$ cat src/rtl/wptr_full_level.sv
// rtl/wptr_full_level.sv - write-domain pointer, full, level and overflow flags for an async FIFO
//
// Purpose:
//   Generates the binary write address and Gray write pointer for the write side of
//   an async FIFO. Writes are accepted only while not full. Also produces a registered
//   write-side fill level, a programmable almost-full flag and a sticky overflow flag.
//
// Optional feature macro: WPTR_WRCOUNT_EN
//   When defined, adds wr_count, a saturating count of accepted writes.
//   wr_count is cleared by reset and by ovf_clr.
//
// Ports:
//   wclk          in   1            write clock
//   wrst_n        in   1            async active-low reset, write domain
//   winc          in   1            write request, accepted only when wfull==0
//   wq2_rptr      in   ADDRSIZE+1   Gray read pointer, synchronised into wclk
//   afull_thresh  in   ADDRSIZE+1   almost-full threshold in entries (quasi-static)
//   ovf_clr       in   1            clears wovf (and wr_count when enabled)
//   waddr         out  ADDRSIZE     binary memory write address
//   wptr          out  ADDRSIZE+1   registered Gray write pointer
//   wfull         out  1            FIFO full, registered
//   walmost_full  out  1            fill level >= afull_thresh, registered
//   wlevel        out  ADDRSIZE+1   write-side fill level 0..DEPTH, registered
//   wovf          out  1            sticky: write attempted while full
//   wr_count      out  32           accepted-write count (WPTR_WRCOUNT_EN only)

module wptr_full_level #(
  parameter int ADDRSIZE = 4
) (
  input  logic                wclk,
  input  logic                wrst_n,
  input  logic                winc,
  input  logic [ADDRSIZE:0]   wq2_rptr,
  input  logic [ADDRSIZE:0]   afull_thresh,
  input  logic                ovf_clr,
  output logic [ADDRSIZE-1:0] waddr,
  output logic [ADDRSIZE:0]   wptr,
  output logic                wfull,
  output logic                walmost_full,
  output logic [ADDRSIZE:0]   wlevel,
`ifdef WPTR_WRCOUNT_EN
  output logic [31:0]         wr_count,
`endif
  output logic                wovf
);

  localparam logic [ADDRSIZE:0] DEPTH_W = {1'b1, {ADDRSIZE{1'b0}}};

  logic [ADDRSIZE:0] wbin_q, wbin_d;
  logic [ADDRSIZE:0] wptr_q, wptr_d;
  logic [ADDRSIZE:0] wlevel_q, wlevel_d;
  logic              wfull_q, wfull_d;
  logic              walmost_full_q, walmost_full_d;
  logic              wovf_q, wovf_d;

  logic              accept;
  logic [ADDRSIZE:0] rbin;
  logic [ADDRSIZE:0] full_cmp;

  assign accept = winc & ~wfull_q;

  // Gray-to-binary of the synchronised read pointer: each binary bit is the XOR
  // of all Gray bits from the MSB down to that position.
  always_comb begin
    rbin = '0;
    rbin[ADDRSIZE] = wq2_rptr[ADDRSIZE];
    for (int i = ADDRSIZE - 1; i >= 0; i--) begin
      rbin[i] = rbin[i+1] ^ wq2_rptr[i];
    end
  end

  // Classic Gray full test: write pointer equals read pointer with the two MSBs
  // inverted. This is equivalent to (level == DEPTH) for a one-bit-per-cycle read
  // pointer. It is used directly because it avoids the subtractor on the full path.
  always_comb begin
    full_cmp = wq2_rptr;
    full_cmp[ADDRSIZE]   = ~wq2_rptr[ADDRSIZE];
    full_cmp[ADDRSIZE-1] = ~wq2_rptr[ADDRSIZE-1];
  end

  always_comb begin
    wbin_d         = wbin_q + {{ADDRSIZE{1'b0}}, accept};
    wptr_d         = (wbin_d >> 1) ^ wbin_d;
    // Modulo subtraction stays within 0..DEPTH.
    // The read pointer lags, so this never under-reports occupancy.
    wlevel_d       = wbin_d - rbin;
    wfull_d        = (wptr_d == full_cmp);
    // A threshold above DEPTH can never be reached, so no special case is needed.
    walmost_full_d = (wlevel_d >= afull_thresh);
    wovf_d         = wovf_q;
    if (ovf_clr) begin
      wovf_d = 1'b0;
    end else if (winc && wfull_q) begin
      wovf_d = 1'b1;
    end
  end

  always_ff @(posedge wclk or negedge wrst_n) begin
    if (!wrst_n) begin
      wbin_q         <= '0;
      wptr_q         <= '0;
      wlevel_q       <= '0;
      wfull_q        <= 1'b0;
      walmost_full_q <= 1'b0;
      wovf_q         <= 1'b0;
    end else begin
      wbin_q         <= wbin_d;
      wptr_q         <= wptr_d;
      wlevel_q       <= wlevel_d;
      wfull_q        <= wfull_d;
      walmost_full_q <= walmost_full_d;
      wovf_q         <= wovf_d;
    end
  end

`ifdef WPTR_WRCOUNT_EN
  logic [31:0] wr_count_q, wr_count_d;

  always_comb begin
    wr_count_d = wr_count_q;
    if (ovf_clr) begin
      wr_count_d = '0;
    end else if (accept && (wr_count_q != 32'hFFFF_FFFF)) begin
      wr_count_d = wr_count_q + 32'd1;
    end
  end

  always_ff @(posedge wclk or negedge wrst_n) begin
    if (!wrst_n) begin
      wr_count_q <= '0;
    end else begin
      wr_count_q <= wr_count_d;
    end
  end

  assign wr_count = wr_count_q;
`endif

  assign waddr        = wbin_q[ADDRSIZE-1:0];
  assign wptr         = wptr_q;
  assign wfull        = wfull_q;
  assign walmost_full = walmost_full_q;
  assign wlevel       = wlevel_q;
  assign wovf         = wovf_q;

endmodule

$ cat config.mk
export PLATFORM = sky130hd
export DESIGN_NAME = wptr_full_level
export DESIGN_NICKNAME = d
export VERILOG_FILES = /design/src/rtl/wptr_full_level.sv
export SDC_FILE = /design/constraint.sdc
export NUM_CORES = 1
export LEC_CHECK = 0
export CAP_MARGIN = 15
export CORE_ASPECT_RATIO = 0.8
export CORE_MARGIN = 3
export CORE_UTILIZATION = 42
export CTS_BUF_LIST = sky130_fd_sc_hd__clkbuf_4 sky130_fd_sc_hd__clkbuf_8
export DETAILED_ROUTE_END_ITERATION = 7
export PLACE_DENSITY_LB_ADDON = 0.3
export RECOVER_POWER = 50
export SLEW_MARGIN = 20
export SYNTH_ARGS = -nofsm -noshare
export SYNTH_HDL_FRONTEND = slang
export SYNTH_SLANG_ARGS = --single-unit
$ cat constraint.sdc
create_clock -name wclk -period 2.77 [get_ports wclk]
set_input_delay 0.554 -clock wclk [delete_from_list [all_inputs] [get_ports wclk]]
set_output_delay 0.554 -clock wclk [all_outputs]
set_load 0.005 [all_outputs]
## Word-level counts from Yosys, hierarchy flattened

Index checks and enable logic that the tools add are counted.

- Flip-flop bits (word level): 18
- Output and inout bits: 17
- Bits of input ports: 14
- Logic and storage cells: 23
- Memories: 0
- Latch bits: 0
- Bits in writable memories: 0
- ROM bits: 0

- Add/subtract/negate cells: 2
- Shifts and indexed selects: 0
- Mux-type cells: 2
- Div/mod/pow operators: 0
- Multiply operators: 0
- Reduce and logical (&&, ||, !) cells: 2
- Equality and inequality tests: 1
- Bitwise operators: 9
- Magnitude comparators: 1

Operators with widths:

| kind | count |
|---|---|
| $add A5 B1 Y5 | 1 |
| $eq A5 B5 Y1 | 1 |
| $ge A5 B5 Y1 | 1 |
| $sub A5 B5 Y5 | 1 |
| $xor A4 B5 Y5 | 1 |
| $xor A1 B1 Y1 | 4 |
| $not A1 Y1 | 3 |
| $mux W1 | 2 |
| $reduce_bool A2 Y1 | 1 |
| $and A1 B1 Y1 | 1 |
| $logic_and A1 B1 Y1 | 1 |

## Depth between registers and ports, before layout

Gate-level depths: netlist of run 1.

- Word-level depth: 6
- Mapped depth: 12
- Mapped depth without buffers: 12

## Worst setup path before layout of run 1

OpenSTA, ideal clock, no wires.

- Path kind: input-to-reg
- From: input port wq2_rptr[4]
- To: register walmost_full_q (netlist: walmost_full)
- Buffers on the path: 0
- Stages on the path: 12
- Arrival time: 2.932 ns
- Setup slack: -0.280 ns
- Required time: 2.652 ns
- Setup time: 0.118 ns
- Cell sequence: xnor2_1 > xor2_1 > xor2_1 > xnor2_1 > ha_1 > fa_1 > inv_1 > ha_1 > a21o_1 > a21o_1 > a21o_1 > a21o_1

- Longest elaborated chain between the ends: 6

Ends and longest elaborated chain:

| item | RTL line | RTL |
|---|---|---|
| start, declared | 33 | `input logic [ADDRSIZE:0] wq2_rptr,` |
| $xor A1 B1 Y1 (*) (3 in a row) | 68 | `rbin[i] = rbin[i+1] ^ wq2_rptr[i];` |
| $xor A1 B1 Y1 | 68 |  |
| $sub A5 B5 Y5 (*) | 86 | `wlevel_d = wbin_d - rbin;` |
| net wlevel_d[1] | 51 | `logic [ADDRSIZE:0] wlevel_q, wlevel_d;` |
| $ge A5 B5 Y1 (*) | 89 | `walmost_full_d = (wlevel_d >= afull_thresh);` |
| net walmost_full_d | 53 | `logic walmost_full_q, walmost_full_d;` |
| end signal, assigned | 111 | `walmost_full_q <= walmost_full_d;` |
| end, declared | 53 |  |

The timed path passes the listed nets; every way through them passes the cells marked *.
A chain may end at the register's enable or synchronous reset.

## Worst setup path in the final report of run 1

Ends and elaborated chain as after synthesis.

==> implementation parameters, run 1 <==
Parameter                              Value

Worst hold path
  Classification of the worst-slack hold path    flip-flop to flip-flop
  Instance count along the most critical hold path    2

Cells and area
  Area growth from synthesis to layout    58.5%
  Final non-filler cell total    164
  Final Net Count    167
  Total inserted antenna cells    0
  Layout cells sized above 1    0.257
  Finished Core Util    0.756
  Non-Filler Cell Area, Final    1540 um^2

Placed design
  Detailed-placement wirelength estimate    1.60 mm
  Setup slack at placement    -0.864 ns
  Placed cell count    154
  Placed instance area    1430 um^2
  Port buffer count    30
  Last weighted congestion value of the routability-driven placer    0.759

Run
  Total of max-cap violations    0

Die
  Die X-Extent    59.7 um
  Die H    49.0 um
  Io pins    31
  Row count    14
  Floorplan Core Area    2030 um^2
  Die area    2920 um^2
  Starting density of the core    0.477

Detailed routing
  First DRT Iteration DRCs    13
  Post-route DRC    0
  DR vias/cell    4.72
  Remaining number of nets flagged by the antenna check after routing    0
  Number of search-and-repair iterations in the first detailed-routing pass    4
  Via count of the routed design    774
  Routed wire length per instance    12.6 um
  Aggregate routed wire length    2.07 mm

Synthesis
  Register bit total from synthesis    17
  Mean Syn Cell Area    11.4 um^2
  Number of library cell types mapped by synthesis    18
  Total of warnings raised by yosys    0
  Synth Instances    85
  Total nets after synthesis    111
  Netlist Area Pre-Place    968 um^2
  Portion of the post-synthesis area used by sequential elements    0.439

Global route
  Maximum number of pins on one net before global-route repair    18
  Wire length of the first global-routing pass    3.67 mm
  GRT Residual Overflow    0
  GRT Total Usage    0.167
  Initial antenna violation count    0
  Via count of the first global-routing pass    824

Critical path
  Reg2reg path depth    11
  Maximum net fanout on the critical path    2
  Critical path type    primary input to flip-flop
  Critical Path AT    2.94 ns
  Startpoint class of the critical path    primary input
  Required time reported for the critical path endpoint    2.96 ns
  Type of element capturing the critical path    flip-flop

Clocking
  H-tree depth    1
  Number of buffers added by the clock tree synthesis step    3
  Cell chosen for the clock root    sky130_fd_sc_hd__clkbuf_4
  Worst-Skew Late Latency    0.29 ns
  Maximum clock path buffer count    2
  CTS clk-pin slew, worst paths    0.11 ns
  Clock net sink count    17
  CTS tree    done

Power
  Worst-case vdd ir drop    0.909 mV
  Leakage power summed over all cells    0.000756 uW
  PwrDens    1320 nW/um^2

STA
  Max_slew headroom    0.480
  Final worst path period need    2.75 ns
  Post-route worst setup slack    0.0178 ns
  Final TNS setup    0 ns
  Max frequency    363 MHz
  Unrepaired setup endpoints after global routing    true
  Max-slew violations    0
  Final number of hold-violating endpoints    0
  Setup violators final    0
  Worst Tran Pin Value    0.777 ns
  Worst clock skew    0.00568 ns
  Final worst path period share    0.994

Run status
  Result of the run    finished clean
==> layout by cell type, fill, tap and decap left out, drive strengths merged <==
| master | count |
|---|---|
| nor2 | 3 |
| dlygate4sd3 | 2 |
| dfrtp | 17 |
| nand3 | 2 |
| clkinv | 1 |
| nor4 | 1 |
| clkdlybuf4s50 | 23 |
| clkbuf | 4 |
| nand2 | 3 |
| nand2b | 1 |
| dlygate4sd2 | 2 |
| a21oi | 5 |
| buf | 22 |
| xor2 | 8 |
| clkdlybuf4s15 | 1 |
| mux2 | 1 |
| xnor3 | 1 |
| ha | 11 |
| xnor2 | 11 |
| fa | 1 |
| inv | 11 |
| a21o | 6 |
| nor2b | 2 |
| a31oi | 1 |
==> cell usage after synthesis <==
library cell | number | share of area
sky130_fd_sc_hd__a21o_1 | 6 | 0.047
sky130_fd_sc_hd__a21oi_1 | 4 | 0.021
sky130_fd_sc_hd__a21oi_2 | 1 | 0.0090
sky130_fd_sc_hd__a31oi_1 | 1 | 0.0065
sky130_fd_sc_hd__dfrtp_1 | 17 | 0.44
sky130_fd_sc_hd__fa_1 | 1 | 0.021
sky130_fd_sc_hd__ha_1 | 11 | 0.14
sky130_fd_sc_hd__inv_1 | 11 | 0.043
sky130_fd_sc_hd__mux2_2 | 1 | 0.012
sky130_fd_sc_hd__nand2_1 | 3 | 0.012
sky130_fd_sc_hd__nand2b_1 | 1 | 0.0065
sky130_fd_sc_hd__nand3_1 | 2 | 0.010
sky130_fd_sc_hd__nor2_1 | 3 | 0.012
sky130_fd_sc_hd__nor2b_1 | 2 | 0.013
sky130_fd_sc_hd__nor4_2 | 1 | 0.013
sky130_fd_sc_hd__xnor2_1 | 11 | 0.099
sky130_fd_sc_hd__xnor3_1 | 1 | 0.023
sky130_fd_sc_hd__xor2_1 | 8 | 0.072
==> per-stage QoR <==
stage               power [uW]  hold slack, ns
finish                    2030           0.503
global route              2220           0.572
CTS                       2050           0.510
detailed placement        1800           0.484
global placement          1740           0.487
floorplan                 1220           0.258
==> worst paths after layout <==
path,end,from,slack (ns)
worst max-delay path,walmost_full$_DFF_PN0_,wq2_rptr[4],0.02
max in group asynchronous,wbin_q[3]$_DFF_PN0_,wrst_n,1.52
worst min-delay path,wovf$_DFFE_PN0P_,wovf$_DFFE_PN0P_,0.50
worst min register to register,wovf$_DFFE_PN0P_,wovf$_DFFE_PN0P_,0.50
min in group asynchronous,wlevel[0]$_DFF_PN0_,wrst_n,0.77
worst max register to register,walmost_full$_DFF_PN0_,wfull$_DFF_PN0_,0.12
==> timing repair <==
| item | in CTS | in global routing |
|---|---|---|
| hold buffers | 0 | 0 |
| resized for setup | 21 | 2 |
| cloned | 0 | 0 |
| endpoints found under the setup margin | 2 | 1 |
| endpoints found under the hold margin | 0 | 0 |
| pin swaps | 14 | 8 |
| buffers inserted | 6 | 0 |
==> cell type report <==
class	instances	area, um^2
sequential	17	425
multi-input combinational	57	549
inverter	11	41.3
clock buffer	3	22.5
clock inverter	1	5.00
timing repair buffer	51	462
tap	24	30.0
fill	151	497
==> per-layer routing <==
| metal | part of all wire | global-route usage | vias to the layer above |
|---|---|---|---|
| met5 | 0 | 0 | - |
| met4 | 0.0019 | 0.0221 | 0 |
| met3 | 0.084 | 0.0556 | 2 |
| met2 | 0.49 | 0.288 | 28 |
| met1 | 0.43 | 0.203 | 358 |
| li1 | - | - | 386 |
==> kinds of logic (layout without fill, tap and decap cells) <==
| family | Yosys count | in the layout | share of synthesized area |
|---|---|---|---|
| xor+xnor | 20 | 20 | 0.195 |
| flops | 17 | 17 | 0.439 |
| compound gates | 12 | 12 | 0.0827 |
| simple gates | 12 | 12 | 0.0659 |
| mux | 1 | 1 | 0.0116 |
| buf+inv | 11 | 66 | 0.0426 |
| fa+ha+maj | 12 | 12 | 0.163 |
==> worst max-delay path: stages <==
cell and delay (ns):
sky130_fd_sc_hd__buf_8 0.10, sky130_fd_sc_hd__xnor2_4 0.18, sky130_fd_sc_hd__xor2_2 0.17, sky130_fd_sc_hd__xor2_1 0.22
sky130_fd_sc_hd__buf_4 0.14, sky130_fd_sc_hd__buf_4 0.10, sky130_fd_sc_hd__inv_2 0.04, sky130_fd_sc_hd__fa_1 0.53
sky130_fd_sc_hd__inv_1 0.05, sky130_fd_sc_hd__ha_1 0.26, sky130_fd_sc_hd__a21o_1 0.16, sky130_fd_sc_hd__a21o_1 0.14
sky130_fd_sc_hd__a21o_1 0.15, sky130_fd_sc_hd__a21o_1 0.14
==> state kept, by name (all words and copies together), names as in the netlist <==
register / flops
walmost_full: 1
wlevel: 5
wovf: 1
wptr: 4
wfull: 1
wbin_q: 5
==> where the power goes <==
| group | switching (uW) | internal (uW) |
|---|---|---|
| sequential | 85.1 | 384 |
| clock | 82.5 | 53.8 |
| combinational | 587 | 837 |
(Power assumes the default switching activity.)
==> run 2: changes to the inputs <==
--- a/config.mk
+++ b/config.mk
@@ -13,6 +13,7 @@
 export DETAILED_ROUTE_END_ITERATION = 7
 export PLACE_DENSITY_LB_ADDON = 0.3
 export RECOVER_POWER = 50
+export SKIP_LAST_GASP = 1
 export SLEW_MARGIN = 20
 export SYNTH_ARGS = -nofsm -noshare
 export SYNTH_HDL_FRONTEND = slang
==> run 2 against run 1 <==
Effect of this change: routed wire length hardly changed; via count did not move; combinational power about the same; final area down 0.24%; clock skew unchanged; critical endpoint unchanged; die area unchanged; flip-flop and latch count is the same; clock power is essentially flat; critical path type unchanged; largest cell class unchanged; worst setup slack lost 0.0026 ns; core utilization is 0.18 points lower; sequential share of layout area rose by 0.068 points.
==> implementation parameters, run 2 (synthesis results as in run 1) <==
Parameter                              Value

Clocking
  Worst-Skew Late Latency    0.29 ns (about the same)
  Number of buffers added by the clock tree synthesis step    3 (unchanged)
  H-tree depth    1 (unchanged)
  CTS clk-pin slew, worst paths    0.11 ns (about the same)
  Maximum clock path buffer count    2 (unchanged)
  Hold-fix buffers at CTS    0 (unchanged)
  CTS tree    done (unchanged)
  Clock net sink count    17 (unchanged)
  Cell chosen for the clock root    sky130_fd_sc_hd__clkbuf_4 (unchanged)

Power
  Share of total power in sequential cells    0.231 (about the same)
  Leakage power summed over all cells    0.000755 uW (was 0.000756 uW)
  Net switching component of the power    755 uW (about the same)
  Worst-case vdd ir drop    0.909 mV (about the same)
  Internal Pwr Total    1270 uW (about the same)
  PwrDens    1320 nW/um^2 (about the same)
  Switching portion of total power    0.372 (about the same)
  Comb power frac    0.702 (about the same)
  Clock network power share    0.067 (about the same)

Detailed routing
  Post-route DRC    0 (unchanged)
  First DRT Iteration DRCs    13 (unchanged)
  Remaining number of nets flagged by the antenna check after routing    0 (unchanged)
  Number of search-and-repair iterations in the first detailed-routing pass    4 (unchanged)
  DR vias/cell    4.72 (unchanged)
  Via count of the routed design    774 (unchanged)
  Routed wire length per instance    12.6 um (about the same)
  Aggregate routed wire length    2.07 mm (about the same)

Placed design
  Detailed-placement wirelength estimate    1.60 mm (unchanged)
  Placed cell count    154 (unchanged)
  Last weighted congestion value of the routability-driven placer    0.759 (unchanged)
  Port buffer count    30 (unchanged)

Global route
  Initial antenna violation count    0 (unchanged)
  Via count of the first global-routing pass    824 (unchanged)
  Maximum number of pins on one net before global-route repair    18 (unchanged)
  Wire length of the first global-routing pass    3.67 mm (unchanged)
  GRT Total Usage    0.167 (unchanged)
  GRT Residual Overflow    0 (unchanged)

Cells and area
  Layout cells sized above 1    0.257 (unchanged)
  Final Net Count    167 (unchanged)
  Most common cell after layout, fill and taps aside    sky130_fd_sc_hd__clkdlybuf4s50_1 (unchanged)
  Area growth from synthesis to layout    58.1% (was 58.5%)
  Total of fill cells in the finished design    153 (was 151)
  Commonest cells after routing, fill and taps aside    sky130_fd_sc_hd__clkdlybuf4s50_1, sky130_fd_sc_hd__buf_4, sky130_fd_sc_hd__dfrtp_1 (unchanged)
  Total inserted antenna cells    0 (unchanged)
  Final non-filler cell total    164 (unchanged)

STA
  Unrepaired setup endpoints after global routing    true (unchanged)
  Final worst path period share    0.995 (was 0.994)
  Worst clock skew    0.00568 ns (unchanged)
  Max frequency    363 MHz (about the same)
  Final number of hold-violating endpoints    0 (unchanged)
  Worst Tran Pin Value    0.777 ns (unchanged)
  Final worst path period need    2.75 ns (about the same)
  Post-Route Hold Slack    0.503 ns (unchanged)
  Setup violators final    0 (unchanged)
  Max_slew headroom    0.480 (unchanged)
  Max-slew violations    0 (unchanged)

Critical path
  Critical path type    primary input to flip-flop (unchanged)
  R2R setup slack    0.12 ns (about the same)
  Type of element capturing the critical path    flip-flop (unchanged)
  R2r endpoint    walmost_full$_DFF_PN0_ (unchanged)
  Maximum net fanout on the critical path    2 (unchanged)
  Required time reported for the critical path endpoint    2.96 ns (about the same)
  Reg2reg path depth    11 (unchanged)
  Critical Path AT    2.95 ns (was 2.94 ns)
  Startpoint class of the critical path    primary input (unchanged)
  Worst r2r src    wfull$_DFF_PN0_ (unchanged)

Worst hold path
  Worst Hold Path EP    wovf$_DFFE_PN0P_ (unchanged)
  Instance count along the most critical hold path    2 (unchanged)
  Classification of the worst-slack hold path    flip-flop to flip-flop (unchanged)
  Worst min-delay path startpoint    wovf$_DFFE_PN0P_ (unchanged)

Die
  Starting density of the core    0.477 (unchanged)
  Floorplan Core Area    2030 um^2 (unchanged)
  Die area    2920 um^2 (unchanged)
  Die X-Extent    59.7 um (unchanged)
  Die H    49.0 um (unchanged)
  Row count    14 (unchanged)
  Io pins    31 (unchanged)

Run
  Total of max-cap violations    0 (unchanged)

Run status
  Result of the run    finished clean (unchanged)
==> run 2: area by class of cell <==
| class | count | area (um^2) | share of cell area |
|---|---|---|---|
| Sequential cell | 17 | 425 | 0.278 |
| Multi-Input combinational cell | 57 | 549 | 0.359 |
| Clock buffer | 3 | 22.5 | 0.0147 |
| Timing Repair Buffer | 51 | 458 | 0.299 |
| Tap cell | 24 | 30.0 | 0.0196 |
| Inverter | 11 | 41.3 | 0.0270 |
| Clock inverter | 1 | 5.00 | 0.00327 |
==> run 2: how the worst max path moves through the flow <==
| stage | start | endpoint | slack, ns | cells past startpoint |
|---|---|---|---|---|
| after floorplan | wq2_rptr[4] | walmost_full$_DFF_PN0_ | -0.21 | 12 |
| after global placement | wq2_rptr[4] | walmost_full$_DFF_PN0_ | -0.79 | 13 |
| after detailed placement | wq2_rptr[4] | walmost_full$_DFF_PN0_ | -0.86 | 13 |
| after CTS | wq2_rptr[3] | walmost_full$_DFF_PN0_ | -0.06 | 13 |
| after global routing | wq2_rptr[4] | walmost_full$_DFF_PN0_ | -0.1 | 13 |
| final | wq2_rptr[4] | walmost_full$_DFF_PN0_ | 0.02 | 14 |
==> run 2: repair_timing <==
action	4_1_cts	5_1_grt
endpoints found under the setup margin	2	1
setup buffers	6	0
resized for setup	21	1
gates cloned	0	0
pin swaps	14	8
==> run 2: metal layers <==
layer	vias to the layer above	global-route usage	part of all wire
met4	0	0.0221	0.0019
met1	358	0.203	0.43
li1	386	-	-
met2	28	0.288	0.49
met5	-	0	0
met3	2	0.0556	0.085
==> run 2: worst max-delay path, stage by stage <==
cell and delay, ns:
sky130_fd_sc_hd__buf_6 0.11, sky130_fd_sc_hd__xnor2_4 0.18, sky130_fd_sc_hd__xor2_2 0.17, sky130_fd_sc_hd__xor2_1 0.22
sky130_fd_sc_hd__buf_4 0.14, sky130_fd_sc_hd__buf_4 0.10, sky130_fd_sc_hd__inv_2 0.04, sky130_fd_sc_hd__fa_1 0.53
sky130_fd_sc_hd__inv_1 0.05, sky130_fd_sc_hd__ha_1 0.26, sky130_fd_sc_hd__a21o_1 0.16, sky130_fd_sc_hd__a21o_1 0.14
sky130_fd_sc_hd__a21o_1 0.15, sky130_fd_sc_hd__a21o_1 0.14
==> run 2: per-stage QoR <==
stage               instance area, um^2   util  TNS (ns)  setup slack [ns]  power, uW
global route                       1530  0.754   -0.0995           -0.0995       2220
global placement                   1430  0.705     -1.12            -0.793       1740
floorplan                           990      -    -0.208            -0.208       1220
CTS                                1540  0.756   -0.0558           -0.0558       2050
detailed placement                 1430  0.705     -1.29            -0.864       1800
finish                             1530  0.754         0            0.0151       2030
==> run 2: power groups by stage <==
| stage | Combinational [uW] | Clock [uW] | Sequential, uW |
|---|---|---|---|
| after floorplan | 745 | 0 | 475 |
| after global placement | 1270 | 0 | 462 |
| after detailed placement | 1330 | 0 | 468 |
| after CTS | 1440 | 141 | 469 |
| after global routing | 1580 | 155 | 487 |
| final | 1420 | 136 | 469 |
